--- src/rtl/reaction_pkg.sv ---
// Shared types and constants for the reaction-time round controller.
// The LFSR step lives here so the top and any future checker agree on it.
package reaction_pkg;

    typedef enum logic [2:0] {
        IDLE,
        WAIT,
        REACT,
        DONE,
        FOUL
    } state_t;

    localparam logic [11:0] LFSR_SEED = 12'hACE;
    // Feedback taps at bit positions 12, 11, 10 and 4 (1-based).
    localparam logic [11:0] LFSR_TAPS = 12'hE08;

    function automatic logic [11:0] lfsr_next(input logic [11:0] s);
        return {s[10:0], ^(s & LFSR_TAPS)};
    endfunction

endpackage

--- src/rtl/ms_prescaler.sv ---
// Divides the system clock down to a one-cycle pulse per millisecond.
// A clear restarts the count so the first tick lands a full period later.
module ms_prescaler #(
    parameter int CLK_PER_MS = 50000
) (
    input  logic clock,
    input  logic reset,
    input  logic clear,
    output logic tick
);

    localparam int            CW   = (CLK_PER_MS > 1) ? $clog2(CLK_PER_MS) : 1;
    localparam logic [CW-1:0] LAST = CW'(CLK_PER_MS - 1);

    logic [CW-1:0] r_cnt;

    assign tick = (r_cnt == LAST);

    always_ff @(posedge clock) begin
        if (!reset || clear || tick) begin
            r_cnt <= '0;
        end else begin
            r_cnt <= r_cnt + 1'b1;
        end
    end

endmodule

--- src/rtl/reaction_timer.sv ---
// Round controller: random wait, stimulus lamp, then millisecond reaction count.
// Reports either a frozen reaction time (DONE) or a false start (FOUL).
module reaction_timer #(
    parameter int CLK_PER_MS      = 50000,
    parameter int DELAY_MIN_MS    = 1000,
    parameter int DELAY_RAND_BITS = 11,
    parameter int TIME_W          = 14,
    parameter int MAX_MS          = 9999
) (
    input  logic              clock,
    input  logic              reset,
    input  logic              start,
    input  logic              button,
    output logic              led,
    output logic [TIME_W-1:0] time_ms,
    output logic              done,
    output logic              false_start,
    output logic              busy
);

    import reaction_pkg::*;

    localparam int DW = $clog2(DELAY_MIN_MS + 2**DELAY_RAND_BITS);

    state_t            r_state;
    logic              r_btn_q;
    logic              r_start_q;
    logic [11:0]       r_lfsr;
    logic [DW-1:0]     r_delay;
    logic              r_led;
    logic              r_done;
    logic              r_foul;
    logic              r_busy;
    logic [TIME_W-1:0] r_time;

    logic              w_btn_rise;
    logic              w_start_rise;
    logic              w_tick;
    logic              w_abort;
    logic              w_go_wait;
    logic              w_go_react;
    logic              w_presc_clr;
    logic [DW-1:0]     w_new_delay;
    logic [TIME_W-1:0] w_time_inc;
    logic              w_timeout;

    assign w_btn_rise   = button & ~r_btn_q;
    assign w_start_rise = start & ~r_start_q;

    // Abort outranks every other event, including a simultaneous press.
    assign w_abort = (r_state != IDLE) && !start;

    assign w_go_wait = start &&
        (((r_state == IDLE) && (w_start_rise || w_btn_rise)) ||
         (((r_state == DONE) || (r_state == FOUL)) && w_btn_rise));

    assign w_go_react  = start && (r_state == WAIT) && !w_btn_rise &&
                         w_tick && (r_delay == DW'(1));
    assign w_presc_clr = w_go_wait || w_go_react;

    assign w_new_delay = DW'(DELAY_MIN_MS) + DW'(r_lfsr[DELAY_RAND_BITS-1:0]);
    assign w_time_inc  = r_time + 1'b1;
    assign w_timeout   = (w_time_inc == TIME_W'(MAX_MS));

    ms_prescaler #(
        .CLK_PER_MS(CLK_PER_MS)
    ) u_presc (
        .clock(clock),
        .reset(reset),
        .clear(w_presc_clr),
        .tick (w_tick)
    );

    always_ff @(posedge clock) begin
        if (!reset) begin
            r_state   <= IDLE;
            r_btn_q   <= 1'b0;
            r_start_q <= 1'b0;
            r_lfsr    <= LFSR_SEED;
            r_delay   <= '0;
            r_led     <= 1'b0;
            r_done    <= 1'b0;
            r_foul    <= 1'b0;
            r_busy    <= 1'b0;
            r_time    <= '0;
        end else begin
            r_btn_q   <= button;
            r_start_q <= start;
            r_lfsr    <= lfsr_next(r_lfsr);

            if (w_abort) begin
                r_state <= IDLE;
                r_led   <= 1'b0;
                r_done  <= 1'b0;
                r_foul  <= 1'b0;
                r_busy  <= 1'b0;
                r_time  <= '0;
            end else if (w_go_wait) begin
                r_state <= WAIT;
                r_delay <= w_new_delay;
                r_led   <= 1'b0;
                r_done  <= 1'b0;
                r_foul  <= 1'b0;
                r_busy  <= 1'b1;
                r_time  <= '0;
            end else begin
                case (r_state)
                    WAIT: begin
                        if (w_btn_rise) begin
                            r_state <= FOUL;
                            r_foul  <= 1'b1;
                            r_busy  <= 1'b0;
                        end else if (w_go_react) begin
                            r_state <= REACT;
                            r_led   <= 1'b1;
                            r_time  <= '0;
                        end else if (w_tick) begin
                            r_delay <= r_delay - 1'b1;
                        end
                    end
                    REACT: begin
                        // A press on a tick cycle keeps the pre-increment time.
                        if (w_btn_rise) begin
                            r_state <= DONE;
                            r_done  <= 1'b1;
                            r_led   <= 1'b0;
                            r_busy  <= 1'b0;
                        end else if (w_tick) begin
                            r_time <= w_time_inc;
                            if (w_timeout) begin
                                r_state <= DONE;
                                r_done  <= 1'b1;
                                r_led   <= 1'b0;
                                r_busy  <= 1'b0;
                            end
                        end
                    end
                    default: begin
                    end
                endcase
            end
        end
    end

    assign led         = r_led;
    assign time_ms     = r_time;
    assign done        = r_done;
    assign false_start = r_foul;
    assign busy        = r_busy;

endmodule
--- config.mk ---
export PLATFORM = sky130hd
export DESIGN_NAME = reaction_timer
export DESIGN_NICKNAME = d
export VERILOG_FILES = /design/src/rtl/reaction_pkg.sv /design/src/rtl/ms_prescaler.sv /design/src/rtl/reaction_timer.sv
export SDC_FILE = /design/constraint.sdc
export NUM_CORES = 1
export LEC_CHECK = 0
export ABC_AREA = 1
export CORE_MARGIN = 4
export CORE_UTILIZATION = 53
export DETAILED_ROUTE_END_ITERATION = 7
export GPL_TIMING_DRIVEN = 0
export PLACE_DENSITY = 0.75
export SLEW_MARGIN = 40
export SYNTH_ARGS = -nofsm -noshare
export SYNTH_HDL_FRONTEND = slang
export SYNTH_HIERARCHICAL = 1
export SYNTH_SLANG_ARGS = --single-unit
--- constraint.sdc ---
create_clock -name clock -period 1.99 [get_ports clock]
set_input_delay 0.2985 -clock clock [delete_from_list [all_inputs] [get_ports clock]]
set_output_delay 0.2985 -clock clock [all_outputs]
set_load 0.05 [all_outputs]
After elaboration in Yosys (flattened, before gate mapping). Cells that the tools add are included.

Add/subtract/negate cells: 4. Equality and inequality tests: 20. Multiplexer cells: 29. Bitwise operators: 6. Reduce and logical (&&, ||, !) cells: 36.

Operators with widths (count): 2-to-1 mux 12 bit (5); 2-to-1 mux 14 bit (4); case mux 14 bit (2 select lines) (1); adder 16 x 1 -> 16 bit (second input constant) (1); equality test 16 bit (second input constant) (1); 2-to-1 mux 3 bit (5); AND reduction 5 bit (3); adder 14 x 1 -> 14 bit (second input constant) (1); equality test 14 bit (second input constant) (1); adder 10 x 11 -> 12 bit (first input constant) (1); equality test 12 x 1 -> 1 bit (second input constant) (1); AND reduction 4 bit (3); XOR reduction 12 bit (1); subtractor 12 x 1 -> 12 bit (second input constant) (1); 2-to-1 mux 1 bit (11); nonzero test 2 bit (5); inequality test 3 bit (second input constant) (3); logical AND 1 bit (8); inequality test 2 bit (second input constant) (4); inequality test 4 bit (second input constant) (2); equality test 3 x 2 -> 1 bit (second input constant) (2); logical OR 1 bit (6); case mux 3 bit (2 select lines) (1); nonzero test 3 bit (2); 14 further kinds (22).

Register bits: 63. Input port bits: 4. Output and inout bits: 18.

Logic depth before layout (Yosys ltp).
Word-level depth: 10. Gate-level depth with buffers: 16. Depth with buffers taken out: 16.

By module. Netlist, hierarchy kept.

By module, submodules not included: reaction_timer (instances 1, cells each 380, area each 2586.2 µm², seq. area each 940.9 µm²); ms_prescaler (instances 1, cells each 131, area each 863.3 µm², seq. area each 320.3 µm²).

Least setup slack after synthesis. OpenSTA, ideal clock, no wires.

Kind: register to register. From: register u_presc.r_cnt[0]. To: register r_delay[1]. Setup time: 119 ps. Data arrival time: 2001 ps. Required time: 1871 ps. Setup slack: -130 ps. Stages on the path, launching flop included: 13. Path buffers: 1. Period minus slack after synthesis: 2120 ps. Cell sequence: dfxtp_1 -> ha_1 -> nand3_1 -> or2_2 -> nor2_1 -> inv_1 -> nor2_1 -> nand3_2 -> a21oi_4 -> inv_2 -> buf_4 -> o21ai_1 -> a21oi_1.

Word-level cells in the longest chain between the ends: 5.

Ends and longest elaborated chain: from (decl) (RTL line ms_prescaler.sv:15) `logic [CW-1:0] r_cnt;`; from (signal assigned) (RTL line ms_prescaler.sv:23) `r_cnt <= r_cnt + 1'b1;`; equality test 16 bit (*) (RTL line ms_prescaler.sv:17) `assign tick = (r_cnt == LAST);`; named net w_tick (RTL line reaction_timer.sv:38) `logic w_tick;`; logical AND 1 bit (RTL line reaction_timer.sv:57) `assign w_go_react = start && (r_state == WAIT) && !w_btn_rise &&`; logical AND 1 bit (RTL line reaction_timer.sv:58) `w_tick && (r_delay == DW'(1));`; inequality test 2 bit (no line); AND reduction 5 bit (no line) (*); to (signal assigned) (RTL line reaction_timer.sv:100) `r_delay <= w_new_delay;`; to (signal assigned) (RTL line reaction_timer.sv:118) `r_delay <= r_delay - 1'b1;`; to (decl) (RTL line reaction_timer.sv:29) `logic [DW-1:0] r_delay;`.

Mark *: on every way through the listed nets, which the timed path passes. The rest lies on a longest branch. A chain may end at the register's enable or synchronous reset.

Worst setup path after layout. Same ends and word-level chain as after synthesis.

==> flow_summary.toml <==
[power_and_ir_drop]
combinationalPowerShare_pct = 21.8
power_switching_mw = 0.920
share_seq_of_total_power_pct = 46.3
p_sw_share_pct = 30.5
intPower_mw = 2.10
p_leak_nw = 1.69
power_frac_clock_pct = 31.9
vdd_drop_max_mv = 0.517
power_density_nw_per_um2 = 691
power_mw = 3.02

[cts]
clk_pin_slew_ps = 70
cts_buffers = 9
root_buffer = "clkbuf_8"
clock_sinks = 63
cts_hold_buf = 0
h-tree-depth = 3
cts_tree = "done"
cts_max_path_buffers = 2
clk_latency_ps = 340

[grt]
use_met1_pct = 27.9
gr-max-usage-layer = "met2"
grt_usage_pct = 21.5
gr-usage-met3_pct = 4.19
grt_max_degree = 11
grt_pass1_vias = 3027
grt_pass1_wl_um = 13400
antenna_found_initial = 0
grt-ovfl-total = 0
grtUsageMet2_pct = 35.4

[placement]
gp_congestion = 0.882
dp.cells = 609
dpl.hpwl_um = 5460
port_buffers = 21

[timing]
tightest_slew_ps = 648
period_share_pct = 103
skew_ps = 9.40
finalCriticalPeriod_ps = 2040
fmax_mhz = 490
hold_viol_final = 0
slew_violations = 0
relSlewSlack_pct = 56.8
rsz0062_at_grt = "true"
holdWs_ps = 418
setup_viol = 9
worst_slack_ps = -50.7

[detailed_routing]
wl_per_cell_um = 12.9
dr.pass1.iters = 5
drtIter0Drc = 170
vias = 3350
drc = 0
ant_nets = 0
routed_wl_um = 8190
viasPerCell = 5.26

[setup_path]
crit_path_end_kind = "register"
r2r_cells = 12
worstSetupPathType = "reg -> reg"
crit_chain = "ha_4, nand3_4, or2_4, nor2_4, inv_2, nor2_4, nand3_2, a21oi_4, inv_4, buf_8, o21ai_4, a21oi_2"
r2r_slack_ps = -50
path_delay_family = "simple AND/OR/NAND/NOR gates"
r2r-end = "r_delay[1]"
slowest_stage = "dfxtp_4"
crit_buf_inv = 3
arrival_ps = 2280
critPathMaxFanout = 5
r2r-start = "u_presc/r_cnt[0]"
crit_path_frequent_cell = "nor2_4"
cp.required_ps = 2230
start_kind = "register"
critPathMaxStageDelay_ps = 370

[hold_path]
hold_path.class = "reg -> reg"
holdCritStartpoint = "r_lfsr[0]"
hold_path_depth = 2
hold_end = "r_lfsr[1]"

[job]
drv_cap = 0

[run_status]
violations = "negative setup slack"
status = "finished, violations left"

[layout]
final_util_pct = 68.8
n_antenna_cell = 0
area.growth.synth_to_final_pct = 26.7
final_cell_mix = "nand2_1 (119), nor2_1 (62), inv_1 (57), dfxtp_1 (57), a21oi_1 (22)"
fin_cells = 637
layout.cells.most_common = "nand2_1"
final_layout_size_suffix_gt1_share_pct = 22.3
final_nets = 567
multi_input_area_um2 = 2140
regArea_um2 = 1270
fillers = 500

[synthesis]
ys_seq_elements = 63
synthArstFlopShare_pct = 0
synth.top_cell.area_share_pct = 36.6
synth_area_leaders = "dfxtp_1 (37%), nand2_1 (14%), nor2_1 (7.5%), inv_1 (6.4%), a21oi_1 (5.2%)"
synthDistinctLibCells = 37
synth_edf_count = 0
ys.flop_type = "dfxtp_1"
synth_seq_area_share_pct = 36.6
syn_avg_cell_area_um2 = 6.75
synth_nets = 521
postSynthCellCount = 511
synth_area_um2 = 3450
yosys.area.top_type = "dfxtp_1"
ys_warn_count = 6

[floorplan]
die_area_um2 = 7860
chipWidth_um = 88.7
dieHeight_um = 88.7
core_um2 = 6350
start_util_pct = 54.3
io_pins = 22
num_rows = 29
==> per-stage QoR <==
stage                     area (um^2)  worst slack, ps  setup TNS [ps]
final                            4370            -50.7            -270
after global routing             4370             -186           -3300
after CTS                        4060             2.53               0
after detailed placement         3770             -361          -11910
after global placement           3770             -338          -10560
after floorplan                  3470             53.4               0
==> registers in the layout, summed over array words and instances (netlist names) <==
name           cells
r_start_q          1
time_ms           14
r_btn_q            1
r_delay           12
false_start        1
busy               1
r_state            3
u_presc/r_cnt     16
r_lfsr            12
done               1
led                1
==> routing by layer <==
layer / wire (um) / up-vias
met2: 3930 / 84
met1: 3770 / 1530
li1: - / 1721
met4: 126 / 0
met3: 373 / 15
met5: 0 / -
==> cells by family (layout without fill, tap and decap cells) <==
| family | count (synthesis) | in the layout | synth area share [%] |
|---|---|---|---|
| AOI/OAI and AO/OA | 75 | 75 | 12.2 |
| xor gates and xnor gates | 20 | 20 | 5.08 |
| adders and majority gates | 6 | 6 | 2.18 |
| buffers and inverters | 76 | 125 | 9.25 |
| DFF | 63 | 63 | 36.6 |
| muxes | 1 | 1 | 0.290 |
| and+or+nand+nor | 270 | 270 | 34.5 |
==> worst register-to-register path, stage by stage (launching register included) <==
cell,delay [ps]
dfxtp_4,370
ha_4,150
nand3_4,80
or2_4,270
nor2_4,140
inv_2,80
nor2_4,120
nand3_2,80
a21oi_4,250
inv_4,90
buf_8,150
o21ai_4,120
a21oi_2,40
==> cell usage after synthesis, types with 3 or more instances <==
cell / instances
a31oi_1: 3
nor2_2: 6
or2_2: 5
nand3_2: 4
o21ai_1: 4
inv_2: 8
o211ai_1: 3
nor3_1: 8
nand2_1: 132
or2_0: 4
xor2_1: 12
inv_1: 59
nor2_1: 69
buf_2: 3
nand2_2: 4
a21oi_1: 36
nand4_1: 10
nand3_1: 23
o21ai_0: 22
xnor2_1: 8
dfxtp_1: 63
ha_1: 6
==> power by group through the flow <==
stage	Sequential, mW	Clock [mW]	Combinational, mW
2_1_floorplan	1.42	0	0.409
3_3_place_gp	1.41	0	0.512
3_5_place_dp	1.42	0	0.523
4_1_cts	1.39	0.994	0.542
5_1_grt	1.41	1.04	0.739
6_report	1.40	0.962	0.658
==> worst max-delay path by stage <==
stage,start,end,cells after the start
6_report,u_presc/r_cnt[0],r_delay[1],12
3_3_place_gp,button,u_presc/r_cnt[3],12
5_1_grt,time_ms[1],r_state[0],11
3_5_place_dp,button,u_presc/r_cnt[3],12
4_1_cts,u_presc/r_cnt[0],time_ms[0],12
2_1_floorplan,u_presc/r_cnt[1],time_ms[0],12
==> cell type report <==
type	count	area share (%)
tap	77	2.21
timing repair buffer	35	8.28
multi-input combinational	372	49.0
inverter	67	5.87
sequential	63	29.1
buffer	9	1.83
clock buffer	13	3.64
clock inverter	1	0.115
==> repair_timing <==
action	CTS	global route
gates resized for setup	20	74
pin swaps	12	17
endpoints found under the setup margin	39	46
gates cloned	1	2
setup buffers	6	5
(Power assumes the default switching activity.)
